<file path="config.mk">
export PLATFORM = sky130hd
export DESIGN_NAME = echo_request_deserializer
export DESIGN_NICKNAME = d
export VERILOG_FILES = /design/src/rtl/echo_request_deserializer.sv
export SDC_FILE = /design/constraint.sdc
export NUM_CORES = 1
export LEC_CHECK = 0
export ABC_AREA = 1
export BUFFER_PORTS_ARGS = -buffer_cell sky130_fd_sc_hd__clkbuf_2
export CAP_MARGIN = 0
export CORE_MARGIN = 5
export CORE_UTILIZATION = 44
export DETAILED_ROUTE_END_ITERATION = 8
export PLACE_DENSITY = 0.68
export SLEW_MARGIN = 10
export SYNTH_ARGS = -nofsm -noshare
export SYNTH_HDL_FRONTEND = slang
export SYNTH_SLANG_ARGS = --single-unit
</file>
<file path="constraint.sdc">
create_clock -name CLK -period 2.35 [get_ports CLK]
set_input_delay 0 -clock CLK [delete_from_list [all_inputs] [get_ports CLK]]
set_output_delay 0 -clock CLK [all_outputs]
set_load 0.03 [all_outputs]
</file>
<file path="src/rtl/echo_request_deserializer.sv">
// echo_request_deserializer
//   Collects one echo request from a 32-bit word stream and presents it as a single packed
//   message to the request decoder. The first word is a header: tag in [15:0], payload length
//   in words in [31:16]. Output word 0 is {16'b0, tag}, payload word i lands in output word i+1,
//   and output words the message does not write are zero. The block holds one message at a time
//   and stalls the word stream until that message is taken. A message whose payload does not fit
//   is consumed and thrown away, and a saturating counter records how many were dropped.
//
// Ports
//   CLK             clock
//   RST             synchronous active-high reset
//   in_enq_ena_i    stream word valid
//   in_enq_v_i      stream word
//   in_enq_rdy_o    word is taken when ena && rdy
//   pipe_enq_ena_o  assembled message valid
//   pipe_enq_v_o    assembled message, 32*NWORDS bits
//   pipe_enq_rdy_i  downstream takes the message when ena && rdy
//   drop_count      saturating count of dropped oversize messages
module echo_request_deserializer #(
  parameter int unsigned NWORDS = 6,
  parameter int unsigned CNTW   = 16
) (
  input  logic                   CLK,
  input  logic                   RST,
  input  logic                   in_enq_ena_i,
  input  logic [31:0]            in_enq_v_i,
  output logic                   in_enq_rdy_o,
  output logic                   pipe_enq_ena_o,
  output logic [32*NWORDS-1:0]   pipe_enq_v_o,
  input  logic                   pipe_enq_rdy_i,
  output logic [CNTW-1:0]        drop_count
);

  localparam int unsigned MsgW = 32 * NWORDS;
  localparam int unsigned IdxW = $clog2(NWORDS + 1);
  // Largest payload that still fits next to the tag word.
  localparam logic [15:0] MaxLen = 16'(NWORDS - 1);

  typedef enum logic [1:0] {
    StHdr,
    StBody,
    StSend,
    StDrain
  } state_e;

  state_e              state_q, state_d;
  logic [MsgW-1:0]     buf_q, buf_d;
  logic [IdxW-1:0]     idx_q, idx_d;
  logic [15:0]         rem_q, rem_d;
  logic [CNTW-1:0]     drop_q, drop_d;

  logic                word_acc;
  logic [15:0]         hdr_len;
  logic [15:0]         hdr_tag;

  assign hdr_len  = in_enq_v_i[31:16];
  assign hdr_tag  = in_enq_v_i[15:0];
  assign word_acc = in_enq_ena_i && (state_q != StSend);

  always_comb begin
    state_d = state_q;
    buf_d   = buf_q;
    idx_d   = idx_q;
    rem_d   = rem_q;
    drop_d  = drop_q;

    unique case (state_q)
      StHdr: begin
        if (word_acc) begin
          if (hdr_len == 16'd0) begin
            buf_d        = '0;
            buf_d[15:0]  = hdr_tag;
            state_d      = StSend;
          end else if (hdr_len <= MaxLen) begin
            buf_d        = '0;
            buf_d[15:0]  = hdr_tag;
            idx_d        = IdxW'(1);
            rem_d        = hdr_len;
            state_d      = StBody;
          end else begin
            // Oversize: buffer untouched, just count the payload words away.
            rem_d        = hdr_len;
            state_d      = StDrain;
          end
        end
      end

      StBody: begin
        if (word_acc) begin
          for (int unsigned i = 1; i < NWORDS; i++) begin
            if (idx_q == IdxW'(i)) begin
              buf_d[32*i +: 32] = in_enq_v_i;
            end
          end
          idx_d = idx_q + IdxW'(1);
          rem_d = rem_q - 16'd1;
          if (rem_q == 16'd1) begin
            state_d = StSend;
          end
        end
      end

      StDrain: begin
        if (word_acc) begin
          rem_d = rem_q - 16'd1;
          if (rem_q == 16'd1) begin
            state_d = StHdr;
            if (drop_q != {CNTW{1'b1}}) begin
              drop_d = drop_q + CNTW'(1);
            end
          end
        end
      end

      StSend: begin
        if (pipe_enq_rdy_i) begin
          state_d = StHdr;
        end
      end

      default: state_d = StHdr;
    endcase
  end

  always_ff @(posedge CLK) begin
    if (RST) begin
      state_q <= StHdr;
      buf_q   <= '0;
      idx_q   <= '0;
      rem_q   <= '0;
      drop_q  <= '0;
    end else begin
      state_q <= state_d;
      buf_q   <= buf_d;
      idx_q   <= idx_d;
      rem_q   <= rem_d;
      drop_q  <= drop_d;
    end
  end

  assign in_enq_rdy_o   = (state_q != StSend);
  assign pipe_enq_ena_o = (state_q == StSend);
  assign pipe_enq_v_o   = buf_q;
  assign drop_count     = drop_q;

endmodule

</file>
==> impl_metrics.tcl <==
set metrics [dict create \
    nets 1721 \
    synth.ff_latch_count 213 \
    cellPowerDensity_mw_per_mm2 752 \
    cp_cell_sequence "inv_1, nand2_2, inv_1, nand2_1, nand2_1, nand2_1, nand2_1, nand2_1, nand2_1, dlygate4sd3_1, inv_1" \
    totalWireLength_um 30400 \
    cp-end-kind "flip-flop" \
    post_cts.resized_instances 0 \
    synth_top_family_by_area "simple AND/OR/NAND/NOR gates" \
    crit_family "buffers and inverters" \
    synth.cell_area_sq_mm 0.0101 \
    grt_pass1_wl_um 48100 \
    start_util_pct 44.7 \
    cts_setup_buffers 0 \
    pwr-share-clk_pct 41.8 \
    fin_tns_setup_ns 0 \
    cts_num_sinks 213 \
    setup_viol 0 \
    post-route-drc-count 0 \
    fmax_mhz 508 \
    fin_skew_ns 0.0134 \
    antenna_found_initial 0 \
    tightest_slew_ns 0.621 \
    cts_made_buffers 24 \
    grt_max_degree 80 \
    yosysUniqueCellTypes 37 \
    viasPerCell 5.14 \
    crit_type "reg -> reg" \
    layout.cells.non_filler 1979 \
    rsz0062_at_grt "no" \
    critPathArrivalTime_ns 2.43 \
    drtAntennaViolNets 0 \
    synth_top_area_cell "dfxtp_1" \
    leakage_nw 5.73 \
    insertion_delay_ns 0.51 \
    numPortBuffers 229 \
    pwr-share-comb_pct 16.8 \
    worst_slack_ns 0.381 \
    synth_top_area_share_pct 42.2 \
    die_y_um 162 \
    path_clk_slew_ns 0.06 \
    cp_slowest_cell "dlygate4sd3_1" \
    hold_viol 0 \
    required_ns 2.81 \
    synth_mux_area_share_pct 0 \
    synthToLayoutAreaGrowth_pct 21.9 \
    synth_xor_area_share_pct 0.433 \
    cpPeakStageDelay_ns 0.55 \
    use_met1_pct 32.2 \
    cap_violations 0 \
    drt_iter0_markers 959 \
    gp_congestion 0.921 \
    post_synth_and_or_nand_nor_area_fraction_pct 34.9 \
    synth-adder-area-share_pct 0.989 \
    yosys_warnings 0 \
    synth.top_cells.by_area "dfxtp_1, nand2_1, nor2_1" \
    drive_above_1_share_pct 18.7 \
    synth_compound_area_share_pct 11.4 \
    p_sw_share_pct 29.0 \
    grt_usage_pct 22.2 \
    ys_seq_area_share_pct 42.2 \
    top_usage_layer "met2" \
    hold_buffers 36 \
    avgSynthCellArea_sq_um 6.89 \
    die_x_um 162 \
    cts-root-buf "clkbuf_16" \
    slew-limit-headroom_pct 58.4 \
    placed_cells 1900 \
    grt_overflow 0 \
    dp_hpwl_um 21200 \
    core_area_sq_mm 0.0226 \
    wl_per_cell_um 15.4 \
    pre_cts_slack_ns 0.385 \
    dr_total_vias 10200 \
    die_area_sq_mm 0.0261 \
    internal_power_mw 6.58 \
    status "completed" \
    cts_tree "yes" \
    power_frac_seq_pct 41.4 \
    hp-class "in -> reg" \
    vdd_drop_max_uv 438 \
    pin_count 246 \
    cts_buffer_depth 3 \
    maxSlewViolCount 0 \
    switchingPower_mw 2.69 \
    worstPathBufferInverterCount 4 \
    grt_pass1_vias 9022 \
    rows 55 \
    critPathLaunchType "flip-flop" \
    syn_inst 1468 \
    fin_crit_ns 1.97 \
    grtUsageMet2_pct 33.2 \
    fin_crit_sh_pct 83.8 \
    path_common_cell "nand2_1" \
    firstDrtPassIters 5 \
    path_max_fanout 8 \
    ctsHtreeMaxLevel 1 \
    n_antenna_cell 0 \
    grtUsageMet3_pct 4.54 \
]
-- through the flow --
step           area [sq um]  power (mW)  hold slack, ns  utilization, %
2_1_floorplan         10200        5.05           0.135               -
3_3_place_gp          11100        5.40           0.268            49.2
3_5_place_dp          11100        5.42           0.276            49.2
4_1_cts               12300        9.34           0.306            54.5
5_1_grt               12300        9.71           0.313            54.5
6_report              12300        9.27           0.318            54.5
-- power groups by stage --
stage / sequential [mW] / clock [mW] / combinational, mW
detailed placement: 3.92 / 0 / 1.50
global route: 3.85 / 4.13 / 1.73
finish: 3.84 / 3.87 / 1.56
floorplan: 4.03 / 0 / 1.02
global placement: 3.92 / 0 / 1.48
CTS: 3.84 / 3.95 / 1.55
-- Yosys cell counts --
library cell  number
a21boi_0           1
a21oi_1          169
buf_1              2
buf_12             1
buf_2             36
buf_4             24
buf_6             23
clkbuf_1          26
clkinv_1           1
conb_1             1
dfxtp_1          213
ha_1               8
inv_1             60
inv_2             12
inv_4              1
nand2_1          326
nand2_2            4
nand2_4            1
nand2_8            3
nand3_1          167
nand3_2            2
nand3b_1           3
nand4_1           17
nand4_4            1
nor2_1           298
nor2_2             3
nor2_4             1
nor2_8             1
nor3_1             3
nor3_2             1
o211ai_1           1
o21ai_0           39
o21bai_1          12
o31ai_1            1
or2_2              1
xnor2_1            1
xor2_1             4
-- layer usage --
metal	wire length [um]	vias up
li1	-	5119
met1	14100	4626
met2	12900	375
met3	2450	55
met4	918	0
met5	0	-
-- state kept, by name, summed over array words and instances, names as in the netlist --
name	cells
drop_count	16
rem_q	16
pipe_enq_v_o	176
idx_q	3
state_q	2
-- worst reg2reg max path: stages, from the launching register on --
cell and delay, ns:
dfxtp_1 0.47, inv_1 0.20, nand2_2 0.14, inv_1 0.07, nand2_1 0.10, nand2_1 0.10, nand2_1 0.10, nand2_1 0.05
nand2_1 0.06, nand2_1 0.04, dlygate4sd3_1 0.55, inv_1 0.05
-- layout make-up --
type                            instances  area (sq um)
Fill cell                            2274         10300
Multi-Input combinational cell       1084          4890
Sequential cell                       213          4260
Timing Repair Buffer                  280          1710
Clock buffer                           33           696
Tap cell                              285           357
Inverter                               74           283
Clock inverter                         10           131
-- layout by cell type, fill, tap and decap left out, drive strengths merged, types with 16 or more instances in the layout --
cell type / count
clkbuf: 262
nand4: 18
dfxtp: 213
inv: 74
a21oi: 169
nand3: 169
dlygate4sd3: 36
conb: 16
nor2: 303
o21ai: 39
nand2: 334
-- worst paths after layout --
kind | startpoint | to | slack, ns | depth (start not counted)
setup reg to reg | state_q[0]$_SDFFE_PP0P_ | state_q[1]$_SDFFE_PP0P_ | 0.38 | 11
hold reg to reg | pipe_enq_v_o[137]$_SDFFE_PP0P_ | pipe_enq_v_o[137]$_SDFFE_PP0P_ | 0.48 | 2
setup / recovery | state_q[0]$_SDFFE_PP0P_ | state_q[1]$_SDFFE_PP0P_ | 0.38 | 11
hold / removal | in_enq_v_i[5] | pipe_enq_v_o[5]$_SDFFE_PP0P_ | 0.32 | 4
-- kinds of logic after synthesis --
logic type	after synthesis
compound gates	223
other cells	1
simple gates	832
fa+ha+maj	8
buf+inv	186
xor+xnor	5
flops	213
No activity file was read; power rests on OpenSTA's default activity.
